File: config.mk
export PLATFORM = sky130hd
export DESIGN_NAME = mem_port_arb_flat
export DESIGN_NICKNAME = d
export VERILOG_FILES = /design/src/rtl/mem_port_arb_if.sv /design/src/rtl/mem_port_arb.sv /design/src/flat_wrapper.sv
export SDC_FILE = /design/constraint.sdc
export NUM_CORES = 1
export LEC_CHECK = 0
export CORE_AREA = 5 5 109 111
export CTS_BUF_LIST = sky130_fd_sc_hd__clkbuf_16
export DETAILED_ROUTE_END_ITERATION = 10
export DIE_AREA = 0 0 114 116
export HOLD_SLACK_MARGIN = 0.08
export SYNTH_ARGS = -nofsm -noshare
export SYNTH_HDL_FRONTEND = slang
export SYNTH_SLANG_ARGS = --single-unit
File: constraint.sdc
create_clock -name clk -period 2.72 [get_ports clk]
set_input_delay 0.544 -clock clk [delete_from_list [all_inputs] [get_ports clk]]
set_output_delay 0.544 -clock clk [all_outputs]
set_load 0.005 [all_outputs]
File: src/rtl/mem_port_arb_if.sv
// Bus bundle between the two memory requesters, the port arbiter and memory port 1.
// The slave modport is the arbiter's view. The master modport is the requester/memory side.
interface mem_port_arb_if;
  logic        req0_valid;
  logic        req0_ready;
  logic [17:0] req0_addr;
  logic [3:0]  req0_wen;
  logic [31:0] req0_wdata;
  logic        resp0_valid;
  logic [31:0] resp0_rdata;

  logic        req1_valid;
  logic        req1_ready;
  logic [17:0] req1_addr;
  logic [3:0]  req1_wen;
  logic [31:0] req1_wdata;
  logic        resp1_valid;
  logic [31:0] resp1_rdata;

  logic [17:0] mem_raddr;
  logic [17:0] mem_waddr;
  logic [3:0]  mem_wen;
  logic [31:0] mem_wdata;
  logic [31:0] mem_rdata;

  modport slave (
    input  req0_valid, req0_addr, req0_wen, req0_wdata,
    output req0_ready, resp0_valid, resp0_rdata,
    input  req1_valid, req1_addr, req1_wen, req1_wdata,
    output req1_ready, resp1_valid, resp1_rdata,
    output mem_raddr, mem_waddr, mem_wen, mem_wdata,
    input  mem_rdata
  );

  modport master (
    output req0_valid, req0_addr, req0_wen, req0_wdata,
    input  req0_ready, resp0_valid, resp0_rdata,
    output req1_valid, req1_addr, req1_wen, req1_wdata,
    input  req1_ready, resp1_valid, resp1_rdata,
    input  mem_raddr, mem_waddr, mem_wen, mem_wdata,
    output mem_rdata
  );
endinterface

File: src/rtl/mem_port_arb.sv
// Two-requester arbiter for memory data port 1. CPU (req0) wins by default.
// DMA (req1) is forced through after MAX_WAIT refusals. Read responses are tagged back to the issuer.
module mem_port_arb #(
  parameter int unsigned MAX_WAIT = 4
) (
  input  logic           clk,
  input  logic           rst,
  input  logic           clk_en,
  mem_port_arb_if.slave  bus
);

  localparam logic [3:0] MaxWaitC = 4'(MAX_WAIT);

  typedef struct packed {
    logic v;
    logic id;
  } tag_t;

  logic       g0, g1;
  logic       acc0, acc1, acc_read;
  logic [3:0] wait_cnt;
  tag_t       stage0, stage1;

  // Grant is purely a function of valids and the starvation counter, never of mem_rdata.
  assign g1   = bus.req1_valid && (!bus.req0_valid || wait_cnt == MaxWaitC);
  assign g0   = bus.req0_valid && !g1;
  assign acc0 = clk_en && g0;
  assign acc1 = clk_en && g1;

  assign bus.req0_ready = acc0;
  assign bus.req1_ready = acc1;

  assign acc_read = (acc0 && bus.req0_wen == 4'b0) || (acc1 && bus.req1_wen == 4'b0);

  // NOTE: every signal gets a default first, so no path through this block can infer a latch.
  always_comb begin
    bus.mem_raddr = bus.req0_addr;
    bus.mem_waddr = bus.req0_addr;
    bus.mem_wdata = bus.req0_wdata;
    bus.mem_wen   = 4'b0;
    if (acc1) begin
      bus.mem_raddr = bus.req1_addr;
      bus.mem_waddr = bus.req1_addr;
      bus.mem_wdata = bus.req1_wdata;
      bus.mem_wen   = bus.req1_wen;
    end else if (acc0) begin
      bus.mem_wen   = bus.req0_wen;
    end
  end

  // NOTE: state registers use non-blocking assignments, so stage1 takes the old stage0 value.
  always_ff @(posedge clk) begin
    if (rst) begin
      stage0   <= '0;
      stage1   <= '0;
      wait_cnt <= 4'd0;
    end else if (clk_en) begin
      stage0 <= '{v: acc_read, id: acc1};
      stage1 <= stage0;
      if (acc1 || !bus.req1_valid) begin
        wait_cnt <= 4'd0;
      end else if (wait_cnt != MaxWaitC) begin
        wait_cnt <= wait_cnt + 4'd1;
      end
    end
  end

  assign bus.resp0_valid = stage1.v && !stage1.id;
  assign bus.resp1_valid = stage1.v &&  stage1.id;
  assign bus.resp0_rdata = bus.mem_rdata;
  assign bus.resp1_rdata = bus.mem_rdata;

endmodule

File: src/flat_wrapper.sv
// flat-port wrapper written by rule: the top's interface ports become plain ports
module mem_port_arb_flat 
#(
  parameter int unsigned MAX_WAIT = 4
)
  (clk, rst, clk_en, bus_req0_valid, bus_req0_addr, bus_req0_wen, bus_req0_wdata, bus_req0_ready, bus_resp0_valid, bus_resp0_rdata, bus_req1_valid, bus_req1_addr, bus_req1_wen, bus_req1_wdata, bus_req1_ready, bus_resp1_valid, bus_resp1_rdata, bus_mem_raddr, bus_mem_waddr, bus_mem_wen, bus_mem_wdata, bus_mem_rdata);
  mem_port_arb_if bus_i ();
  input  logic clk;
  input  logic rst;
  input  logic clk_en;
  input wire logic [$bits(bus_i.req0_valid)-1:0] bus_req0_valid;
  input wire logic [$bits(bus_i.req0_addr)-1:0] bus_req0_addr;
  input wire logic [$bits(bus_i.req0_wen)-1:0] bus_req0_wen;
  input wire logic [$bits(bus_i.req0_wdata)-1:0] bus_req0_wdata;
  output wire logic [$bits(bus_i.req0_ready)-1:0] bus_req0_ready;
  output wire logic [$bits(bus_i.resp0_valid)-1:0] bus_resp0_valid;
  output wire logic [$bits(bus_i.resp0_rdata)-1:0] bus_resp0_rdata;
  input wire logic [$bits(bus_i.req1_valid)-1:0] bus_req1_valid;
  input wire logic [$bits(bus_i.req1_addr)-1:0] bus_req1_addr;
  input wire logic [$bits(bus_i.req1_wen)-1:0] bus_req1_wen;
  input wire logic [$bits(bus_i.req1_wdata)-1:0] bus_req1_wdata;
  output wire logic [$bits(bus_i.req1_ready)-1:0] bus_req1_ready;
  output wire logic [$bits(bus_i.resp1_valid)-1:0] bus_resp1_valid;
  output wire logic [$bits(bus_i.resp1_rdata)-1:0] bus_resp1_rdata;
  output wire logic [$bits(bus_i.mem_raddr)-1:0] bus_mem_raddr;
  output wire logic [$bits(bus_i.mem_waddr)-1:0] bus_mem_waddr;
  output wire logic [$bits(bus_i.mem_wen)-1:0] bus_mem_wen;
  output wire logic [$bits(bus_i.mem_wdata)-1:0] bus_mem_wdata;
  input wire logic [$bits(bus_i.mem_rdata)-1:0] bus_mem_rdata;
  assign bus_i.req0_valid = bus_req0_valid;
  assign bus_i.req0_addr = bus_req0_addr;
  assign bus_i.req0_wen = bus_req0_wen;
  assign bus_i.req0_wdata = bus_req0_wdata;
  assign bus_req0_ready = bus_i.req0_ready;
  assign bus_resp0_valid = bus_i.resp0_valid;
  assign bus_resp0_rdata = bus_i.resp0_rdata;
  assign bus_i.req1_valid = bus_req1_valid;
  assign bus_i.req1_addr = bus_req1_addr;
  assign bus_i.req1_wen = bus_req1_wen;
  assign bus_i.req1_wdata = bus_req1_wdata;
  assign bus_req1_ready = bus_i.req1_ready;
  assign bus_resp1_valid = bus_i.resp1_valid;
  assign bus_resp1_rdata = bus_i.resp1_rdata;
  assign bus_mem_raddr = bus_i.mem_raddr;
  assign bus_mem_waddr = bus_i.mem_waddr;
  assign bus_mem_wen = bus_i.mem_wen;
  assign bus_mem_wdata = bus_i.mem_wdata;
  assign bus_i.mem_rdata = bus_mem_rdata;
  mem_port_arb #(.MAX_WAIT(MAX_WAIT)) u_core (.clk(clk), .rst(rst), .clk_en(clk_en), .bus(bus_i));
endmodule
==> metrics.md <==
| Metric | Value |
|---|---|
| Worst-margin pin slew | `0.361 ns` |
| Die ar. | `13,200 sq um` |
| Combinational fraction of design power | `53.6%` |
| Main synth FF type | `dfxtp_1` |
| Register area | `163 sq um` |
| Reg2Reg Launch Point | `u_core.wait_cnt[1]$_SDFFE_PP0P_` |
| Router iterations before antenna repair | `4` |
| Hold path depth | `2` |
| CP endpoint kind | `primary output` |
| Distinct cells, synth | `34` |
| Sequential power share | `15.3%` |
| Core area | `10,700 sq um` |
| DRT Wirelength | `8160 microns` |
| Worst r2r path cells | `6` |
| Filler Cells Inserted | `1,127` |
| Global-route wire length before repair | `11,300 microns` |
| Cts hold-fix bufs | `0` |
| CTS max path bufs | `2` |
| Util after Layout | `32.8%` |
| H-tree depth | `1` |
| Row count | `38` |
| Routed len/inst | `17.6 microns` |
| Synth Net Count | `340` |
| Clock sinks | `8` |
| Die X | `114 microns` |
| Initial core utilization | `16.0%` |
| Root Buffer Master | `clkbuf_16` |
| Final Hold Vio Count | `0` |
| Crit-path cells | `inv_2 > ha_4 > nand3b_1 > a21o_4 > inv_8 > bufbuf_16 > mux2_2 > dlygate4sd2_1` |
| Port Buffers | `188` |
| Ys Warns | `0` |
| Leakage | `1.48 nW` |
| Post-route ant nets | `0` |
| GPL Wtd Cong | `0.830` |
| CP max FO | `7` |
| Antenna violations before repair | `4` |
| Initial DRC Count | `47` |
| EDFF count, synth | `0` |
| Most common cell in the netlist | `buf_4` |
| Leading area contributor after synthesis | `buf_4` |
| Worst rel slew slack | `75.9%` |
| Via density | `3.86` |
| Vias in the first global route | `1,892` |
| Setup TNS Final | `0 ns` |
| Mapped Area | `1710 sq um` |
| Max-cap violations | `0` |
| Clock skew | `0.000227 ns` |
| Avg Inst Size Synth | `8.86 sq um` |
| Cts bufs inserted | `3` |
| Post-layout min period | `2.67 ns` |
| CP required | `2.18 ns` |
| Worst skew pair latency | `0.23 ns` |
| Dpl ws | `-0.251 ns` |
| Launch point of the critical path | `u_core.wait_cnt[1]$_SDFFE_PP0P_` |
| # DRC | `0` |
| IO Count | `285` |
| Clock transition at path regs | `0.04 ns` |
| Post-DP HPWL | `6790 microns` |
| Placed Area | `3180 sq um` |
| Share of cells above drive strength 1 | `18.3%` |
| Post-synth top cells | `buf_4 (87), mux2_1 (45), dfxtp_1 (8), nand2_1 (8), mux2_2 (5)` |
| Clock power frac | `31.0%` |
| Arrival @ worst endpoint | `2.12 ns` |
| GRT Total Usage | `11.1%` |
| Fin area | `3510 sq um` |
| Switching share of power | `22.6%` |
| Peak supply drop | `0.183 mV` |
| Synthesis-to-layout area growth | `105%` |
| Vias | `1,789` |
| Critical Path End | `bus_mem_waddr[1]` |
| Fin worst setup slack | `0.0519 ns` |
| CTS tree | `yes` |
| Setup Viol. Count Final | `0` |
| Die Y | `116 microns` |
| Fmax | `375 MHz` |
| Status | `finished, final reports clean` |
| Critical path's largest stage delay | `0.35 ns` |
| Largest net degree at the start of global routing | `12` |
| Pwr/cell area | `225 nW/um^2` |
| Asr flop ratio synth | `0%` |
| WS Path Type | `register to primary output` |
| Final slew viol count | `0` |
| FF-to-FF End | `u_core.stage0[1]$_SDFFE_PP0P_` |
| Multi-input logic area | `901 sq um` |
| Int Pwr | `0.000611 W` |
| P_sw | `0.000179 W` |
| Grt ovf | `0` |
| HP Class | `register to register` |
| Setup slack, reg-to-reg | `1.38 ns` |
| CP max-delay cell | `mux2_2` |
| Crit start category | `register` |
| Yosys top cell area share | `38.2%` |
| Fin crit share | `98.1%` |
| Post-synthesis sequential area ratio | `9.36%` |
| Fin nets | `471` |
| Gate Count Post-Synth | `193` |
| Flops & latches, synth | `8` |
| Synth area leaders | `buf_4 (38%), mux2_1 (30%), dfxtp_1 (9.4%)` |
==> cell type report <==
class	instances	area share, %
Inverter	4	0.641
Clock buffer	3	2.14
Sequential cell	8	4.63
Multi-Input combinational cell	92	25.7
Timing Repair Buffer	215	61.9
Antenna cell	1	0.0713
Tap cell	140	4.99
==> sequential cells by signal, summed over array words and instances (netlist names) <==
| register | cells |
|---|---|
| u_core.stage0 | 2 |
| u_core.wait_cnt | 4 |
| u_core.stage1 | 2 |
==> power by group through the flow <==
| stage | clock [W] | combinational [W] | sequential (W) |
|---|---|---|---|
| 5_1_grt | 0.000260 | 0.000452 | 0.000121 |
| 2_1_floorplan | 0 | 0.000198 | 0.000123 |
| 6_report | 0.000245 | 0.000424 | 0.000121 |
| 4_1_cts | 0.000252 | 0.000421 | 0.000121 |
| 3_5_place_dp | 0 | 0.000434 | 0.000123 |
| 3_3_place_gp | 0 | 0.000433 | 0.000123 |
==> routing by layer <==
| metal | track usage (%) | share of wire, % | vias up |
|---|---|---|---|
| li1 | - | - | 839 |
| met1 | 12.3 | 37 | 798 |
| met2 | 18.7 | 47 | 134 |
| met3 | 6.58 | 15 | 12 |
| met4 | 1.82 | 1.1 | 6 |
| met5 | 0 | 0.42 | - |
==> cell usage in the layout (no fill, tap or decap), drive strengths merged, types with 2 or more instances in the layout <==
cell type	instances
nand3	2
mux2	50
nand2	8
nor2b	2
buf	29
dlymetal6s2s	3
mux2i	2
ha	2
dfxtp	8
clkdlybuf4s50	114
nor2	4
clkdlybuf4s15	8
inv	4
clkbuf	3
dlygate4sd2	60
a22o	4
==> logic make-up after synthesis <==
group                      synth area share (%)
and+or+nand+nor                            8.27
DFF                                        9.36
buffers and inverters                      40.7
AOI/OAI and AO/OA                          6.14
adders and majority gates                  1.46
muxes                                      34.1
==> critical path, delay by kind of cell, from the launching register on <==
| family | cells | cell delay (ns) |
|---|---|---|
| muxes | 1 | 0.35 |
| DFF | 1 | 0.32 |
| and+or+nand+nor | 1 | 0.13 |
| AOI/OAI and AO/OA | 1 | 0.28 |
| adders and majority gates | 1 | 0.13 |
| buffers and inverters | 4 | 0.70 |
==> repair_timing <==
action	4_1_cts	5_1_grt
resized for setup	108	12
buffers inserted	9	5
pin swaps	2	1
setup endpoints to repair	73	17
gates cloned	4	0
==> stage by stage <==
step | std cells | power [W] | hold slack, ns
after detailed placement | 441 | 0.000557 | 0.468
final | 463 | 0.000790 | 0.475
after CTS | 457 | 0.000795 | 0.477
after floorplan | 193 | 0.000320 | 0.435
after global placement | 441 | 0.000555 | 0.465
after global routing | 462 | 0.000834 | 0.517
==> worst min path at each step <==
stage | slack [ns] | startpoint | end
global route | 0.52 | u_core.stage0[0]$_SDFFE_PP0P_ | u_core.stage0[0]$_SDFFE_PP0P_
finish | 0.47 | u_core.stage0[1]$_SDFFE_PP0P_ | u_core.stage0[1]$_SDFFE_PP0P_
CTS | 0.48 | u_core.stage0[1]$_SDFFE_PP0P_ | u_core.stage0[1]$_SDFFE_PP0P_
detailed placement | 0.47 | u_core.stage0[1]$_SDFFE_PP0P_ | u_core.stage0[1]$_SDFFE_PP0P_
global placement | 0.46 | u_core.stage0[0]$_SDFFE_PP0P_ | u_core.stage0[0]$_SDFFE_PP0P_
floorplan | 0.43 | u_core.stage0[1]$_SDFFE_PP0P_ | u_core.stage0[1]$_SDFFE_PP0P_
Power figures use the tool's default switching activity.
